===== src/rtl/fsk_zc_demod_if.sv =====
// Sample-in / bit-out bundle of the 2FSK zero-crossing demodulator.
// master: din, din_valid out; dout, bit_valid, carrier_ok, vote_err in.
interface fsk_zc_demod_if #(
  parameter int DW = 11
) ();
  logic [DW-1:0] din;
  logic          din_valid;
  logic          dout;
  logic          bit_valid;
  logic          carrier_ok;
  logic          vote_err;

  modport master (
    output din, din_valid,
    input  dout, bit_valid, carrier_ok, vote_err
  );

  modport slave (
    input  din, din_valid,
    output dout, bit_valid, carrier_ok, vote_err
  );
endinterface


===== src/rtl/fsk_zc_demod.sv =====
// 2FSK zero-crossing demodulator: half-period votes -> one bit per symbol.
// Ports: clk, rst_n (async low), bus (slave: din/din_valid in; dout,
// bit_valid, carrier_ok, vote_err out). Macro FSK_DEMOD_HYST_EN adds
// hysteresis of +/-HYST around MID to the polarity comparator.
module fsk_zc_demod #(
  parameter int DW       = 11,
  parameter int MID      = 1024,
  parameter int HYST     = 32,
  parameter int THRESH   = 384,
  parameter int BIT_LEN  = 2048,
  parameter int LOSS_LEN = 4096
) (
  input  logic           clk,
  input  logic           rst_n,
  fsk_zc_demod_if.slave  bus
);

`ifdef FSK_DEMOD_HYST_EN
  localparam int HW   = HYST;
  localparam int HI_T = MID + HW + 1;
`else
  // band collapses to a single comparator at MID
  localparam int HW   = 0 * HYST;
  localparam int HI_T = MID;
`endif
  localparam int LO_T = MID - HW;
  localparam int SW   = $clog2(BIT_LEN);
  localparam int LW   = $clog2(LOSS_LEN);
  localparam logic [11:0] IMAX = 12'hFFF;

  typedef enum logic {IDLE = 1'b0, TRACK = 1'b1} st_e;

  st_e            st_q, st_d;
  logic           vld;
  logic           pol_q, pol_d, pol_n;
  logic           crs, cross_q, cross_d;
  logic [11:0]    ivl_q, ivl_d;
  logic [LW-1:0]  sil_q, sil_d;
  logic [SW-1:0]  sym_q, sym_d;
  logic [7:0]     v0_q, v0_d, v1_q, v1_d;
  logic [7:0]     nv0, nv1;
  logic           dout_q, dout_d;
  logic           bv_q, bv_d;
  logic           err_q, err_d;
  logic           lock, loss, eos;

  assign vld = bus.din_valid;

  always_comb begin
    pol_n = pol_q;
    if (bus.din >= DW'(HI_T))
      pol_n = 1'b1;
    else if (bus.din < DW'(LO_T))
      pol_n = 1'b0;
  end

  assign crs     = vld && (pol_n != pol_q);
  assign pol_d   = vld ? pol_n : pol_q;
  // held across invalid cycles so lock waits for the next valid sample
  assign cross_d = vld ? crs : cross_q;

  assign lock = vld && (st_q == IDLE) && cross_q;
  assign loss = vld && (st_q == TRACK) && !crs
             && (sil_q == LW'(LOSS_LEN - 1));
  assign eos  = vld && (st_q == TRACK)
             && (sym_q == SW'(BIT_LEN - 1));

  always_ff @(posedge clk or negedge rst_n) begin
    if (!rst_n) st_q <= IDLE;
    else        st_q <= st_d;
  end

  always_comb begin
    st_d = st_q;
    unique case (1'b1)
      lock:    st_d = TRACK;
      loss:    st_d = IDLE;
      default: ;
    endcase
  end

  always_comb begin
    bus.carrier_ok = (st_q == TRACK);
    bus.dout       = dout_q;
    bus.bit_valid  = bv_q;
    bus.vote_err   = err_q;
  end

  // vote of the current sample's crossing (if any)
  always_comb begin
    nv0 = v0_q;
    nv1 = v1_q;
    if (crs) begin
      if (ivl_q < 12'(THRESH)) begin
        if (v1_q != 8'hFF) nv1 = v1_q + 8'd1;
      end else begin
        if (v0_q != 8'hFF) nv0 = v0_q + 8'd1;
      end
    end
  end

  always_comb begin
    ivl_d  = ivl_q;
    sil_d  = sil_q;
    sym_d  = sym_q;
    v0_d   = v0_q;
    v1_d   = v1_q;
    dout_d = dout_q;
    bv_d   = 1'b0;
    err_d  = 1'b0;
    if (vld) begin
      if (crs)
        ivl_d = 12'd1;
      else if (ivl_q != IMAX)
        ivl_d = ivl_q + 12'd1;
      if (lock || loss) begin
        sym_d = '0;
        v0_d  = '0;
        v1_d  = '0;
        sil_d = '0;
        if (lock) ivl_d = {11'd0, crs};
      end else if (st_q == TRACK) begin
        sil_d = crs ? '0 : sil_q + LW'(1);
        if (eos) begin
          sym_d = '0;
          v0_d  = '0;
          v1_d  = '0;
          bv_d  = 1'b1;
          if (nv1 > nv0)      dout_d = 1'b1;
          else if (nv0 > nv1) dout_d = 1'b0;
          else                err_d  = 1'b1;
        end else begin
          sym_d = sym_q + SW'(1);
          v0_d  = nv0;
          v1_d  = nv1;
        end
      end
    end
  end

  always_ff @(posedge clk or negedge rst_n) begin
    if (!rst_n) begin
      pol_q   <= 1'b0;
      cross_q <= 1'b0;
      ivl_q   <= '0;
      sil_q   <= '0;
      sym_q   <= '0;
      v0_q    <= '0;
      v1_q    <= '0;
      dout_q  <= 1'b0;
      bv_q    <= 1'b0;
      err_q   <= 1'b0;
    end else begin
      pol_q   <= pol_d;
      cross_q <= cross_d;
      ivl_q   <= ivl_d;
      sil_q   <= sil_d;
      sym_q   <= sym_d;
      v0_q    <= v0_d;
      v1_q    <= v1_d;
      dout_q  <= dout_d;
      bv_q    <= bv_d;
      err_q   <= err_d;
    end
  end

endmodule

===== src/flat_wrapper.sv =====
// flat-port wrapper written by rule: the top's interface ports become plain ports
module fsk_zc_demod_flat 
#(
  parameter int DW       = 11,
  parameter int MID      = 1024,
  parameter int HYST     = 32,
  parameter int THRESH   = 384,
  parameter int BIT_LEN  = 2048,
  parameter int LOSS_LEN = 4096
)
  (clk, rst_n, bus_din, bus_din_valid, bus_dout, bus_bit_valid, bus_carrier_ok, bus_vote_err);
  fsk_zc_demod_if #(.DW(DW)) bus_i ();
  input  logic clk;
  input  logic rst_n;
  input wire logic [$bits(bus_i.din)-1:0] bus_din;
  input wire logic [$bits(bus_i.din_valid)-1:0] bus_din_valid;
  output wire logic [$bits(bus_i.dout)-1:0] bus_dout;
  output wire logic [$bits(bus_i.bit_valid)-1:0] bus_bit_valid;
  output wire logic [$bits(bus_i.carrier_ok)-1:0] bus_carrier_ok;
  output wire logic [$bits(bus_i.vote_err)-1:0] bus_vote_err;
  assign bus_i.din = bus_din;
  assign bus_i.din_valid = bus_din_valid;
  assign bus_dout = bus_i.dout;
  assign bus_bit_valid = bus_i.bit_valid;
  assign bus_carrier_ok = bus_i.carrier_ok;
  assign bus_vote_err = bus_i.vote_err;
  fsk_zc_demod #(.DW(DW), .MID(MID), .HYST(HYST), .THRESH(THRESH), .BIT_LEN(BIT_LEN), .LOSS_LEN(LOSS_LEN)) u_core (.clk(clk), .rst_n(rst_n), .bus(bus_i));
endmodule

===== config.mk =====
export PLATFORM = sky130hd
export DESIGN_NAME = fsk_zc_demod_flat
export DESIGN_NICKNAME = d
export VERILOG_FILES = /design/src/rtl/fsk_zc_demod_if.sv /design/src/rtl/fsk_zc_demod.sv /design/src/flat_wrapper.sv
export SDC_FILE = /design/constraint.sdc
export NUM_CORES = 1
export LEC_CHECK = 0
export CAP_MARGIN = 20
export CORE_MARGIN = 2
export CORE_UTILIZATION = 25
export CTS_BUF_LIST = sky130_fd_sc_hd__clkbuf_8
export DETAILED_ROUTE_END_ITERATION = 8
export MAX_ROUTING_LAYER = met4
export PLACE_DENSITY_LB_ADDON = 0.3
export SLEW_MARGIN = 40
export SYNTH_ARGS = -nofsm -noshare
export SYNTH_HDL_FRONTEND = slang
export SYNTH_SLANG_ARGS = --single-unit

===== constraint.sdc =====
create_clock -name clk -period 3.65 [get_ports clk]
set_clock_uncertainty 0.2 [all_clocks]
set_input_delay 0.5475 -clock clk [delete_from_list [all_inputs] [get_ports clk]]
set_output_delay 0.5475 -clock clk [all_outputs]
set_load 0.1 [all_outputs]

==> flow_summary.json <==
{
  "rsz0062_at_grt": "false",
  "ys_warn_count": 0,
  "gp_congestion": 0.825,
  "required_ns": 3.66,
  "holdPathEnd": "u_core.sym_q[10]",
  "r2r_cells": 11,
  "antenna_found_initial": 0,
  "crit_path_max_incr_delay_ns": 0.42,
  "die-area_sq_mm": 0.0146,
  "dp_hpwl_um": 5510,
  "synth_most_common_cell": "dfrtp_1",
  "vias": 2869,
  "worstPathArrival_ns": 3.37,
  "netlist_top_cells_area": "dfrtp_1 (42%), ha_1 (5.1%), o21ai_0 (4.3%)",
  "outcome": "finished, final reports clean",
  "critPathTopFamily": "compound AO/OA/AOI/OAI gates",
  "fin_ws_ns": 0.290,
  "start_util": 0.256,
  "cts_hold_buffers": 1,
  "die_w_um": 121,
  "post-route-period-util": 0.920,
  "synth_seq_cells": 57,
  "clk_latency_ns": 0.34,
  "io_buffers": 7,
  "drt_first_iter_violations": 156,
  "timing.rr.start": "u_core.ivl_q[10]",
  "finish.utilization": 0.297,
  "cp_max_fo": 2,
  "num_antenna_cells": 0,
  "cts_made_buffers": 9,
  "whs_path_depth": 1,
  "slew_headroom": 0.548,
  "clock-sinks": 57,
  "whs_ns": 0.299,
  "grt_pass1_vias": 2830,
  "routedWlPerCell_um": 13.6,
  "holdCritPathClass": "register to register",
  "netlist_area_sq_mm": 0.00341,
  "rr_endpoint": "u_core.bus.dout",
  "first_pass_iters": 4,
  "period_needed_ns": 3.36,
  "fin_cells": 576,
  "finalSetupViolCount": 0,
  "avgSynthCellArea_sq_um": 9.11,
  "yosysSeqAreaShare": 0.419,
  "drt_wl_total_um": 7830,
  "pin_count": 18,
  "synth_area_leader_cell": "dfrtp_1",
  "min_from": "u_core.sym_q[10]",
  "cts.path.max_buffers": 2,
  "nets": 424,
  "vias_per_cell": 4.98,
  "cp_slowest_cell": "clkdlybuf4s50_1",
  "postCtsResizedCells": 0,
  "p_per_area_mw_per_mm2": 449,
  "antenna_left": 0,
  "critPathKind": "input port to register",
  "drive_above_1_share": 0.128,
  "syn_inst": 374,
  "synth_common_cells": "dfrtp_1 (57), nand2_1 (30), o21ai_0 (29), nor2_1 (28), a21oi_1 (24)",
  "grt_pass1_wl_um": 13800,
  "netlist.area_leader.share": 0.419,
  "die_h_um": 121,
  "pre_cts_ws_ns": -0.0790,
  "clk_transition_reported_paths_ns": 0.07,
  "grt_util_all_layers": 0.121,
  "worstSetupEndpointType": "register",
  "htreeDepth": 3,
  "worst_pin_slew_ns": 0.672,
  "critPathLaunchType": "input port",
  "synthToLayoutAreaGrowth_pct": 15.7,
  "postCtsSetupBuffers": 0,
  "synth_edf_count": 0,
  "synthArstFlopShare": 1.00,
  "dp_cells": 560,
  "fmax_mhz": 298,
  "drc": 0,
  "cts_tree": "yes",
  "core_area_sq_mm": 0.0133,
  "synth_nets": 402,
  "hold_viol": 0,
  "synth_ff_type": "dfrtp_1",
  "grt_max_degree": 24,
  "drv_slew": 0,
  "leakage_nw": 1.67,
  "rrSetupSlack_ns": 0.43,
  "root_buffer": "clkbuf_8",
  "ir_drop_v": 0.000149,
  "path_cells": "clkdlybuf4s50_1, ha_1, nand2_1, nor3_1, o21a_1, mux2_2, ha_1, nor2b_1, o211ai_1, a21oi_1, a211oi_1, buf_4, a21oi_1",
  "critPathBufInv": 2,
  "power_w": 0.00177,
  "synth_cell_types": 52,
  "grt_overflow_total": 0,
  "cap_violations": 0,
  "rows": 42
}
worst max path at each step:
stage                           to  cells past startpoint  slack [ns]   startpoint
6_report           u_core.bus.dout                     13        0.29  bus_din[10]
5_1_grt        u_core.bus.vote_err                     14        0.05  bus_din[10]
2_1_floorplan      u_core.bus.dout                     12        0.35  bus_din[10]
4_1_cts            u_core.bus.dout                     13        0.28  bus_din[10]
3_3_place_gp       u_core.bus.dout                     13       -0.08  bus_din[10]
3_5_place_dp       u_core.bus.dout                     14       -0.08  bus_din[10]
cells in the final DEF (no fill, tap or decap), types with 5 or more instances in the layout:
cell type | netlist | routed
and3_1 | 7 | 7
nand3_1 | 22 | 22
buf_4 | 2 | 17
o21a_1 | 6 | 6
inv_1 | 12 | 13
nor3_1 | 12 | 12
a21o_1 | 5 | 5
dfrtp_1 | 57 | 57
xnor2_1 | 13 | 13
clkbuf_8 | 0 | 11
a31oi_1 | 10 | 10
nand4_1 | 11 | 11
nand2_1 | 30 | 30
a21oi_1 | 24 | 24
and2_1 | 7 | 7
nor2_1 | 28 | 28
or3_1 | 10 | 10
ha_1 | 14 | 14
xor2_1 | 5 | 5
o21ai_0 | 29 | 29
routing by layer:
metal | GRT usage | wire [um] | vias to the layer above
met2 | 0.183 | 3500 | 37
li1 | - | - | 1431
met4 | 0.0371 | 98 | 0
met1 | 0.160 | 4000 | 1391
met5 | - | 0 | -
met3 | 0.0288 | 219 | 10
where the power goes:
group / switching, W / total (W) / leakage, nW / internal [W]
Combinational: 0.000216 / 0.000370 / 0.789 / 0.000154
Sequential: 0.0000973 / 0.000803 / 0.770 / 0.000706
Clock: 0.000256 / 0.000600 / 0.106 / 0.000344
Total: 0.000569 / 0.00177 / 1.67 / 0.00120
state kept, by name, summed over array words and instances, names as in the netlist, 8 cells and up:
register / count
u_core.ivl_q: 12
u_core.sil_q: 12
u_core.sym_q: 11
u_core.v0_q: 8
u_core.v1_q: 8
cell type report:
class / instances / area [sq um]
fillers: 1399 / 9350
multi-input cells: 292 / 1880
repair buffers: 24 / 178
flip-flops and latches: 57 / 1430
well taps: 176 / 220
clock inverters: 4 / 43.8
clock buffers: 11 / 151
inverters: 12 / 45.0
logic make-up after synthesis:
kind of cell / count (synthesis) / share of synthesized area
flops: 57 / 0.419
xor+xnor: 18 / 0.0463
fa+ha+maj: 14 / 0.0514
compound gates: 103 / 0.195
buf+inv: 25 / 0.0319
mux: 5 / 0.0154
simple gates: 152 / 0.242
metrics by stage:
stage / area (sq um) / TNS (ns)
2_1_floorplan: 3410 / 0
3_3_place_gp: 3750 / -0.143
4_1_cts: 3940 / 0
6_report: 3940 / 0
5_1_grt: 3940 / 0
3_5_place_dp: 3740 / -0.138
No activity file was read; power rests on OpenSTA's default activity.
